--- src/rtl/exp_share_arb_pkg.sv ---
// Shared constants and helpers for the exp-unit sharing arbiter.
// Latency: n/a (package). Backpressure: n/a.
// FP16 constants and a constant-foldable clog2 used for pointer and counter sizing.
package exp_share_arb_pkg;

    localparam int DW_DEF = 16;

    localparam logic [15:0] H_ZERO = 16'h0000;
    localparam logic [15:0] H_ONE  = 16'h3C00;

    function automatic int clog2(input int value);
        int r;
        r = 0;
        while ((1 << r) < value) begin
            r++;
        end
        return r;
    endfunction

endpackage

--- src/rtl/exp_arb_tag_pipe.sv ---
// Fixed-depth delay line carrying requester id + valid alongside the exp unit.
// Latency: DEPTH cycles in to out. Backpressure: none, shifts every cycle.
// Every stage clears on reset so operands issued before reset come back untagged.
module exp_arb_tag_pipe #(
    parameter int DEPTH = 40,
    parameter int TW    = 2
) (
    input  logic          clk,
    input  logic          rst,
    input  logic          in_vld,
    input  logic [TW-1:0] in_tag,
    output logic          out_vld,
    output logic [TW-1:0] out_tag
);

    logic [DEPTH-1:0] vld_q;
    logic [TW-1:0]    tag_q [DEPTH];

    always_ff @(posedge clk or posedge rst) begin
        if (rst) begin
            vld_q <= '0;
            for (int i = 0; i < DEPTH; i++) begin
                tag_q[i] <= '0;
            end
        end else begin
            vld_q[0] <= in_vld;
            tag_q[0] <= in_tag;
            for (int i = 1; i < DEPTH; i++) begin
                vld_q[i] <= vld_q[i-1];
                tag_q[i] <= tag_q[i-1];
            end
        end
    end

    assign out_vld = vld_q[DEPTH-1];
    assign out_tag = tag_q[DEPTH-1];

endmodule

--- src/rtl/exp_share_arb.sv ---
// Round-robin arbiter sharing one fixed-latency exp unit among N_REQ requesters.
// Latency: EXP_LAT+2 cycles handshake to rsp_valid. Backpressure: one grant per cycle, none on responses.
// Optional EXP_ARB_PERF_EN adds per-requester saturating grant counters on perf_grant_cnt.
module exp_share_arb
    import exp_share_arb_pkg::*;
#(
    parameter int N_REQ   = 4,
    parameter int DW      = DW_DEF,
    parameter int EXP_LAT = 40
) (
    input  logic                clk,
    input  logic                rst,
    input  logic [N_REQ-1:0]    req_valid,
    input  logic [N_REQ*DW-1:0] req_x,
    output logic [N_REQ-1:0]    req_ready,
    output logic                exp_valid_o,
    output logic [DW-1:0]       exp_x_o,
    input  logic                exp_valid_i,
    input  logic [DW-1:0]       exp_y_i,
    output logic [N_REQ-1:0]    rsp_valid,
    output logic [DW-1:0]       rsp_y,
    output logic                idle_o,
    output logic                err_o
`ifdef EXP_ARB_PERF_EN
    ,
    output logic [N_REQ*32-1:0] perf_grant_cnt
`endif
);

    localparam int IW = (N_REQ > 1) ? clog2(N_REQ) : 1;
    localparam int CW = clog2(EXP_LAT + 2) + 1;

    logic [IW-1:0]    ptr_q;
    logic [IW-1:0]    win_idx;
    logic             win_vld;
    logic [IW:0]      cand;
    logic [DW-1:0]    x_sel;
    logic [IW-1:0]    tag_id_q;
    logic             tag_vld;
    logic [IW-1:0]    tag_id;
    logic             rsp_hit;
    logic             tag_err;
    logic [N_REQ-1:0] rsp_hot;
    logic [CW-1:0]    cnt_q;

    // Scan from the pointer with wrap; first valid requester wins.
    always_comb begin
        win_vld   = 1'b0;
        win_idx   = '0;
        cand      = '0;
        req_ready = '0;
        for (int k = 0; k < N_REQ; k++) begin
            cand = {1'b0, ptr_q} + (IW+1)'(k);
            if (cand >= (IW+1)'(N_REQ)) begin
                cand = cand - (IW+1)'(N_REQ);
            end
            if (!win_vld && req_valid[cand[IW-1:0]]) begin
                win_vld = 1'b1;
                win_idx = cand[IW-1:0];
            end
        end
        if (win_vld) begin
            req_ready[win_idx] = 1'b1;
        end
    end

    assign x_sel = req_x[win_idx*DW +: DW];

    always_ff @(posedge clk or posedge rst) begin
        if (rst) begin
            ptr_q       <= '0;
            exp_valid_o <= 1'b0;
            exp_x_o     <= '0;
            tag_id_q    <= '0;
        end else begin
            exp_valid_o <= win_vld;
            if (win_vld) begin
                exp_x_o  <= x_sel;
                tag_id_q <= win_idx;
                ptr_q    <= (win_idx == IW'(N_REQ - 1)) ? '0 : win_idx + IW'(1);
            end
        end
    end

    // Tag enters alongside exp_valid_o so it exits exactly when the result is due.
    exp_arb_tag_pipe #(
        .DEPTH (EXP_LAT),
        .TW    (IW)
    ) u_tag_pipe (
        .clk     (clk),
        .rst     (rst),
        .in_vld  (exp_valid_o),
        .in_tag  (tag_id_q),
        .out_vld (tag_vld),
        .out_tag (tag_id)
    );

    assign rsp_hit = exp_valid_i & tag_vld;
    assign tag_err = exp_valid_i ^ tag_vld;

    always_comb begin
        rsp_hot = '0;
        if (rsp_hit) begin
            rsp_hot[tag_id] = 1'b1;
        end
    end

    always_ff @(posedge clk or posedge rst) begin
        if (rst) begin
            rsp_valid <= '0;
            rsp_y     <= '0;
            err_o     <= 1'b0;
        end else begin
            rsp_valid <= rsp_hot;
            if (rsp_hit) begin
                rsp_y <= exp_y_i;
            end
            if (tag_err) begin
                err_o <= 1'b1;
            end
        end
    end

    always_ff @(posedge clk or posedge rst) begin
        if (rst) begin
            cnt_q <= '0;
        end else begin
            case ({win_vld, tag_vld})
                2'b10:   cnt_q <= cnt_q + CW'(1);
                2'b01:   cnt_q <= cnt_q - CW'(1);
                default: cnt_q <= cnt_q;
            endcase
        end
    end

    assign idle_o = (cnt_q == '0) && !win_vld;

`ifdef EXP_ARB_PERF_EN
    logic [31:0] perf_q [N_REQ];

    for (genvar g = 0; g < N_REQ; g++) begin : g_perf
        always_ff @(posedge clk or posedge rst) begin
            if (rst) begin
                perf_q[g] <= '0;
            end else if (req_ready[g] && (perf_q[g] != '1)) begin
                perf_q[g] <= perf_q[g] + 32'd1;
            end
        end
        assign perf_grant_cnt[g*32 +: 32] = perf_q[g];
    end
`endif

endmodule
--- config.mk ---
export PLATFORM = sky130hd
export DESIGN_NAME = exp_share_arb
export DESIGN_NICKNAME = d
export VERILOG_FILES = /design/src/rtl/exp_share_arb_pkg.sv /design/src/rtl/exp_arb_tag_pipe.sv /design/src/rtl/exp_share_arb.sv
export SDC_FILE = /design/constraint.sdc
export NUM_CORES = 1
export LEC_CHECK = 0
export BUFFER_PORTS_ARGS = -buffer_cell sky130_fd_sc_hd__buf_2
export CORE_MARGIN = 2
export CORE_UTILIZATION = 48
export CTS_CLUSTER_DIAMETER = 30
export DETAILED_ROUTE_END_ITERATION = 10
export HOLD_SLACK_MARGIN = 0.03
export MAX_ROUTING_LAYER = met4
export PLACE_DENSITY = 0.75
export SLEW_MARGIN = 20
export SYNTH_ARGS = -nofsm -noshare
export SYNTH_HDL_FRONTEND = slang
export SYNTH_SLANG_ARGS = --single-unit
--- constraint.sdc ---
create_clock -name clk -period 6.43 [get_ports clk]
set_input_delay 1.286 -clock clk [delete_from_list [all_inputs] [get_ports clk]]
set_output_delay 1.286 -clock clk [all_outputs]
set_load 0.03 [all_outputs]
==> results.json, run 1 <==
{
  "status": "finished clean",
  "finalCritPeriodShare": 0.755,
  "wl_mm": 10.3,
  "vias": 3395,
  "netlist-cell-type-count": 49,
  "post-route-drc-count": 0,
  "fill_cells": 884,
  "grt_antenna_before_repair": 0,
  "num_rows": 40,
  "synth_top_area_frac": 0.731,
  "synthesis.nets": 470,
  "p_int_mw": 2.28,
  "ant_nets": 0,
  "vias_per_cell": 5.10,
  "setup_violations": 0,
  "dp_hpwl_mm": 6.44,
  "core-area_sq_um": 11900,
  "pwr-share-seq": 0.466,
  "cts-resized-gates": 0,
  "post_cts_buffers": 0,
  "fin_skew_ns": 0.00826,
  "layout_common_cells": "dfrtp_1, buf_2, a211oi_1",
  "synth_seq_cells": 169,
  "p_leak_nw": 3.22,
  "crit_fanout": 19,
  "critPathLaunchType": "input port",
  "cts_tree": "yes",
  "htree_levels": 4,
  "synth_warnings": 0,
  "final_common_cell": "dfrtp_1",
  "async_flop_share": 1.00,
  "netSwitchingPower_uw": 1000,
  "layout-drive-gt1-share": 0.380,
  "pwr-share-comb": 0.206,
  "pwr-share-clk": 0.327,
  "synth.avg_cell_area_sq_um": 15.4,
  "synthTopCellsByArea": "dfrtp_1, mux2_2, mux2i_1, a211oi_1, nor4b_1",
  "diodes": 0,
  "io_buffers": 129,
  "die_x_um": 114,
  "cp_common_cell": "buf_2",
  "worst_pin_slew_ns": 0.823,
  "drt_first_pass_iters": 5,
  "tns_ns": 0,
  "drt-initial-drc-count": 283,
  "fp.dieArea_sq_um": 12900,
  "fin_crit_ns": 4.85,
  "synth_area_leader_cell": "dfrtp_1",
  "synth-main-ff-cell": "dfrtp_1",
  "slew_viol_final": 0,
  "slowest_stage": "or3_1",
  "fmax_mhz": 206,
  "rsz0062_at_grt": "no",
  "cp-end-kind": "output pin",
  "die_h_um": 114,
  "root_buffer": "clkbuf_16",
  "gr-usage-all-layers": 0.175,
  "insertion_delay_ns": 0.41,
  "final_nets": 601,
  "gr-total-overflow": 0,
  "area_growth_pct": 24.0,
  "cp_data_required_time_ns": 5.14,
  "slowest_delay_ns": 0.76,
  "hold_viol": 0,
  "vdd_ir_drop_max_uv": 252,
  "grt_max_degree": 126,
  "clk_pin_slew_ns": 0.06,
  "min_path_type": "reg -> reg",
  "worstSetupPathType": "in -> out",
  "place.gp.congestion": 0.824,
  "clockBufferDepth": 2,
  "finalPower_mw": 3.28,
  "drv_cap": 0,
  "start_util": 0.488,
  "numClockSinks": 169,
  "max-slew-margin-rel": 0.451,
  "crit_chain": "buf_2 > nand2_1 > nor2_2 > or3_1 > inv_8 > ha_1 > and2_1 > buf_2",
  "power.density_nw_per_um2": 458,
  "ctsHoldBuffers": 0,
  "routedWlPerCell_um": 15.5,
  "grt_pass1_vias": 3423,
  "critical_path_arrival_ns": 3.57,
  "swShare": 0.305,
  "grt_pass1_wl_mm": 16.9,
  "synth_edf_count": 0,
  "ios": 130,
  "synth_sequential_area_ratio": 0.731,
  "cts_buffers": 17,
  "synth_area_sq_um": 5780,
  "synth_cells": 375
}
==> critical path, delay by kind of cell <==
family,cells,cell delay [ns]
adder cells (fa/ha/maj),1,0.27
buffers and inverters,3,0.49
AND/OR/NAND/NOR,4,1.50
==> registers in the layout, summed over array words and instances (netlist names) <==
signal and count:
cnt_q 7, err_o 1, exp_valid_o 1, exp_x_o 16
ptr_q 2, rsp_valid 4, rsp_y 16, tag_id_q 2
u_tag_pipe.out_tag 2, u_tag_pipe.tag_q 78, u_tag_pipe.vld_q 40
==> through the flow <==
stage	std cells	utilization	worst slack [ns]	hold slack, ns	instance area [sq um]
3_3_place_gp	634	0.550	1.47	0.334	6530
6_report	666	0.605	1.58	0.342	7170
2_1_floorplan	375	-	0.569	0.331	5780
4_1_cts	666	0.604	1.35	0.342	7170
5_1_grt	666	0.605	1.41	0.347	7170
3_5_place_dp	634	0.550	1.37	0.335	6530
==> power groups by stage <==
stage	Sequential (mW)	Clock [mW]	Combinational, mW
finish	1.53	1.07	0.677
global route	1.57	1.15	0.734
CTS	1.54	1.10	0.680
detailed placement	1.54	0	0.676
global placement	1.53	0	0.660
floorplan	1.62	0	0.406
==> metal layers <==
| metal | routed length (um) | GRT usage | share of wire |
|---|---|---|---|
| met5 | 0 | - | 0 |
| met4 | 85 | 0.0512 | 0.0082 |
| met3 | 718 | 0.0489 | 0.070 |
| met2 | 4820 | 0.253 | 0.47 |
| met1 | 4690 | 0.245 | 0.45 |
==> final cells by class <==
type / instances / area [sq um] / share of cell area
inverters: 6 / 37.5 / 0.00523
multi-input cells: 180 / 1420 / 0.197
repair buffers: 132 / 668 / 0.0932
well taps: 147 / 184 / 0.0256
flip-flops and latches: 169 / 4230 / 0.590
clock inverters: 14 / 209 / 0.0291
clock buffers: 18 / 429 / 0.0598
==> logic make-up after synthesis <==
family	after synthesis	share of synthesized area
adder cells (fa/ha/maj)	8	0.0173
multiplexers	35	0.0651
AO/OA/AOI/OAI	57	0.0764
AND/OR/NAND/NOR	72	0.0733
flip-flops	169	0.731
XOR/XNOR	8	0.0121
buffers and inverters	26	0.0247
==> final timing paths <==
path	from	end	slack [ns]	cells past startpoint
worst max-delay path	req_valid[0]	req_ready[3]	1.58	8
worst min-delay path	u_tag_pipe.tag_q[19]	u_tag_pipe.tag_q[17]	0.34	0
worst max register to register	ptr_q[1]	exp_x_o[15]	3.57	6
worst min register to register	u_tag_pipe.tag_q[19]	u_tag_pipe.tag_q[17]	0.34	0
max in group asynchronous	rst	u_tag_pipe.tag_q[22]	4.31	3
min in group asynchronous	rst	rsp_y[0]	1.04	2
==> synthesized netlist by cell type, types with 2 or more instances <==
| cell type | instances |
|---|---|
| a211oi_1 | 22 |
| a211oi_2 | 8 |
| a21oi_1 | 10 |
| and2_1 | 4 |
| buf_2 | 2 |
| buf_6 | 2 |
| clkbuf_1 | 14 |
| dfrtp_1 | 169 |
| ha_1 | 8 |
| inv_1 | 5 |
| mux2_2 | 17 |
| mux2i_1 | 17 |
| nand2_1 | 8 |
| nor2_1 | 22 |
| nor2b_1 | 2 |
| nor3_1 | 5 |
| nor3b_1 | 2 |
| nor4b_1 | 15 |
| o21ai_0 | 4 |
| o31ai_1 | 2 |
| or3_1 | 3 |
| xnor2_1 | 2 |
| xor2_1 | 6 |
No activity file was read; power rests on OpenSTA's default activity.
==> run 2, diff against run 1 <==
clock period = 5 ns   (was 6.43 ns; I/O delays follow)
==> results.json, run 2 (synthesized netlist as in run 1, its figures left out) <==
{
  "status": "finished clean",
  "post-route-drc-count": 0,
  "cts-resized-gates": 0,
  "regToRegSetupSlack_ns": 2.15,
  "largest_register_ffs": 78,
  "slew_viol_final": 0,
  "worstSetupPathType": "in -> out",
  "reg.largest.list": "u_tag_pipe.tag_q x78, u_tag_pipe.vld_q x40",
  "die_h_um": 114,
  "rsz0062_at_grt": "no",
  "gr-usage-all-layers": 0.177,
  "cts_buffers": 17,
  "finalCritPeriodShare": 0.853,
  "crit_path_start": "req_valid[0]",
  "power.density_nw_per_um2": 580,
  "stdcell_count": 668,
  "whs_path_depth": 0,
  "clk_pin_slew_ns": 0.08,
  "area_growth_pct": 23.9,
  "ant_nets": 0,
  "cp-end-kind": "output pin",
  "dp_hpwl_mm": 6.71,
  "vdd_ir_drop_max_uv": 339,
  "cts_tree": "yes",
  "critPathLaunchType": "input port",
  "worst_pin_slew_ns": 1.08,
  "core-area_sq_um": 11900,
  "start_util": 0.488,
  "drv_cap": 0,
  "diodes": 0,
  "max-slew-margin-rel": 0.277,
  "reg2reg_to": "exp_x_o[15]",
  "crit_fanout": 19,
  "fin_skew_ns": 0.0126,
  "grt_antenna_before_repair": 0,
  "numClockSinks": 169,
  "ios": 130,
  "fmax_mhz": 235,
  "largest-register": "u_tag_pipe.tag_q",
  "clockBufferDepth": 2,
  "final_nets": 603,
  "grt_pass1_wl_mm": 17.3,
  "ctsHoldBuffers": 0,
  "drt_first_pass_iters": 4,
  "min_path_type": "reg -> reg",
  "critical_path_arrival_ns": 3.26,
  "drt-initial-drc-count": 175,
  "gr-total-overflow": 0,
  "routedWlPerCell_um": 15.6,
  "grt_pass1_vias": 3567,
  "p_leak_nw": 3.23,
  "htree_levels": 4,
  "layout-drive-gt1-share": 0.382,
  "setup_violations": 0,
  "vias": 3406,
  "io_buffers": 129,
  "num_rows": 40,
  "vias_per_cell": 5.10,
  "dp_cells": 636,
  "final_common_cell": "dfrtp_1",
  "fin_crit_ns": 4.26,
  "hold_viol": 0,
  "tns_ns": 0,
  "pre_cts_slack_ns": 0.790,
  "cp_data_required_time_ns": 4.00,
  "hold_start": "u_tag_pipe.tag_q[19]",
  "setup_slack_ns": 0.737,
  "finalPower_mw": 4.16,
  "layout_common_cells": "dfrtp_1, buf_2, nor2_1, a211oi_1",
  "holdPathEnd": "u_tag_pipe.tag_q[17]",
  "root_buffer": "clkbuf_16",
  "place.gp.congestion": 0.837,
  "post_cts_buffers": 0,
  "insertion_delay_ns": 0.42,
  "r2r.worst_path.cells": 7,
  "r2r-start": "ptr_q[1]",
  "fill_cells": 875,
  "grt_max_degree": 141,
  "fp.dieArea_sq_um": 12900,
  "wl_mm": 10.4,
  "die_x_um": 114
}
## run 2: cell types whose count changed in the layout (fill, tap and decap cells not counted), sizes merged
| cell | before | now |
|---|---|---|
| clkbuf | 18 | 17 |
| clkinvlp | 3 | 2 |
| bufinv | 4 | 0 |
| buf | 132 | 134 |
| clkinv | 2 | 5 |
| inv | 11 | 14 |
## run 2: per-layer routing
| metal | track usage | part of all wire | vias to the layer above |
|---|---|---|---|
| met5 | - | 0 | - |
| met4 | 0.0610 | 0.013 | 0 |
| met3 | 0.0457 | 0.063 | 17 |
| met2 | 0.267 | 0.47 | 136 |
| met1 | 0.239 | 0.46 | 1664 |
| li1 | - | - | 1589 |
## run 2: area by class of cell
type | count | area, sq um | share of cell area
clock inverters | 15 | 188 | 0.0262
clock buffers | 17 | 425 | 0.0593
multi-input cells | 180 | 1410 | 0.197
inverters | 6 | 33.8 | 0.00471
repair buffers | 134 | 696 | 0.0971
well taps | 147 | 184 | 0.0257
flip-flops and latches | 169 | 4230 | 0.590
## run 2: critical path, cell delays in order
cell and delay, ns:
buf_2 0.14, nand2_1 0.07, nor2_1 0.82, or3_1 0.32, buf_4 0.26, inv_8 0.11, ha_1 0.23, and2_1 0.14
buf_2 0.17
## run 2: worst max-delay path by stage
stage,end,slack (ns)
after CTS,req_ready[3],0.80
after global placement,req_ready[3],0.91
after global routing,req_ready[3],0.61
after floorplan,idle_o,1.34
final,req_ready[3],0.74
after detailed placement,req_ready[3],0.79
## run 2: report_power, final
group	switching (mW)	total (mW)	internal, mW
logic	0.551	0.875	0.324
registers	0.211	1.98	1.76
clock network	0.624	1.31	0.685
## run 2: through the flow
step / util / hold WS [ns] / instance area, sq um
final: 0.604 / 0.343 / 7170
after global routing: 0.604 / 0.343 / 7170
after CTS: 0.604 / 0.346 / 7170
after detailed placement: 0.553 / 0.335 / 6560
after global placement: 0.553 / 0.335 / 6560
after floorplan: - / 0.331 / 5790
==> run 3, diff against run 2 <==
CORE_ASPECT_RATIO = 1.75   (was default)
==> results.json, run 3 (synthesized netlist as in run 1, its figures left out) <==
{
  "setup_violations": 0,
  "slowest_stage": "nor2_1",
  "crit_chain": "buf_2 > nand2_1 > nor2_1 > or3_1 > buf_4 > ha_1 > and2_1 > buf_2",
  "hold_viol": 0,
  "final_common_cell": "dfrtp_1",
  "vias": 3437,
  "worstSetupPathType": "in -> out",
  "layout-drive-gt1-share": 0.382,
  "numClockSinks": 169,
  "grt_max_degree": 170,
  "die_h_um": 149,
  "place.gp.congestion": 0.816,
  "largest_register_ffs": 78,
  "fin_skew_ns": 0.0104,
  "fill_cells": 928,
  "reg2reg_to": "exp_x_o[15]",
  "dp_cells": 626,
  "final_nets": 603,
  "num_rows": 53,
  "r2r-start": "ptr_q[1]",
  "insertion_delay_ns": 0.42,
  "cts_buffers": 17,
  "grt_antenna_before_repair": 0,
  "ctsHoldBuffers": 0,
  "gr-total-overflow": 0,
  "dp_hpwl_mm": 7.00,
  "status": "finished clean",
  "slowest_delay_ns": 0.80,
  "area_growth_pct": 23.7,
  "finalCritPeriodShare": 0.822,
  "cp_common_cell": "buf_2",
  "cp_num_buf_inv": 3,
  "finalPower_mw": 4.18,
  "core-area_sq_um": 11900,
  "fp.dieArea_sq_um": 13000,
  "routedWlPerCell_um": 17.1,
  "whs_path_depth": 0,
  "vdd_ir_drop_max_uv": 296,
  "cp-end-kind": "output pin",
  "min_path_type": "reg -> reg",
  "die_x_um": 87.0,
  "post_cts_buffers": 0,
  "critPathLaunchType": "input port",
  "cts-resized-gates": 0,
  "drt_first_pass_iters": 4,
  "stdcell_count": 658,
  "clk_pin_slew_ns": 0.07,
  "worst_pin_slew_ns": 1.07,
  "wl_mm": 11.2,
  "vias_per_cell": 5.22,
  "fin_crit_ns": 4.11,
  "tns_ns": 0,
  "rsz0062_at_grt": "no",
  "gr-usage-all-layers": 0.190,
  "ios": 130,
  "io_buffers": 129,
  "r2r.worst_path.cells": 6,
  "start_util": 0.487,
  "crit_path_start": "req_valid[0]",
  "max-slew-margin-rel": 0.287,
  "post-route-drc-count": 0,
  "htree_levels": 4,
  "grt_pass1_wl_mm": 18.1,
  "grt_pass1_vias": 3528,
  "holdPathEnd": "u_tag_pipe.vld_q[12]",
  "drv_cap": 0,
  "reg.largest.list": "u_tag_pipe.tag_q x78, u_tag_pipe.vld_q x40",
  "regToRegSetupSlack_ns": 2.44,
  "cp_data_required_time_ns": 4.00,
  "cp_top_family": "simple AND/OR/NAND/NOR gates",
  "hold_start": "u_tag_pipe.vld_q[11]",
  "diodes": 0,
  "cts_tree": "yes",
  "root_buffer": "clkbuf_16",
  "power.density_nw_per_um2": 584,
  "crit_fanout": 18,
  "drt-initial-drc-count": 200,
  "layout_common_cells": "dfrtp_1, buf_2, nor2_1, a211oi_1",
  "clockBufferDepth": 2,
  "largest-register": "u_tag_pipe.tag_q",
  "fmax_mhz": 243,
  "ant_nets": 0,
  "critical_path_arrival_ns": 3.11,
  "slew_viol_final": 0,
  "p_leak_nw": 3.22
}
-- run 3: cell types whose count changed in the layout (fill, tap and decap cells not counted) --
| cell | before | now |
|---|---|---|
| clkinv_8 | 5 | 2 |
| clkinvlp_4 | 2 | 5 |
| inv_8 | 6 | 3 |
| bufinv_16 | 0 | 2 |
| clkinv_2 | 0 | 1 |
| clkinv_4 | 0 | 1 |
| inv_12 | 1 | 0 |
-- run 3: how the worst max path moves through the flow --
stage                         endpoint  cells past startpoint
after floorplan                 idle_o                      5
after global placement    req_ready[2]                      8
after detailed placement  req_ready[2]                      8
after CTS                 req_ready[2]                      8
after global routing      req_ready[2]                      8
final                     req_ready[2]                      8
-- run 3: per-layer routing --
layer | track usage | vias to the layer above | share of wire
li1 | - | 1579 | -
met1 | 0.235 | 1714 | 0.42
met2 | 0.308 | 133 | 0.52
met3 | 0.0509 | 11 | 0.053
met4 | 0.0516 | 0 | 0.0080
met5 | - | - | 0
-- run 3: stage by stage --
step | hold WS, ns | setup WS [ns] | instance area [sq um] | util
final | 0.346 | 0.889 | 7150 | 0.603
after global routing | 0.353 | 0.733 | 7150 | 0.603
after CTS | 0.346 | 0.904 | 7150 | 0.603
after detailed placement | 0.335 | 0.911 | 6540 | 0.551
after global placement | 0.338 | 0.995 | 6540 | 0.551
after floorplan | 0.331 | 1.34 | 5790 | -
-- run 3: worst reg2reg max path: stages, from the launching register on --
cell,delay [ns]
dfrtp_1,0.47
nand2_1,0.08
nor2_1,0.80
or3_1,0.35
inv_8,0.11
mux2_4,0.31
a221o_1,0.31
-- run 3: cell type report --
type,count,area [sq um],share of cell area
Multi-Input combinational cell,180,1410,0.197
Clock buffer,17,425,0.0595
Timing Repair Buffer,134,696,0.0973
Sequential cell,169,4230,0.591
Tap cell,137,171,0.0240
Clock inverter,15,185,0.0259
Inverter,6,33.8,0.00472
-- run 3: report_power, final --
| group | internal, mW | total, mW | switching [mW] |
|---|---|---|---|
| clock network | 0.754 | 1.31 | 0.556 |
| logic | 0.323 | 0.888 | 0.565 |
| registers | 1.77 | 1.98 | 0.216 |
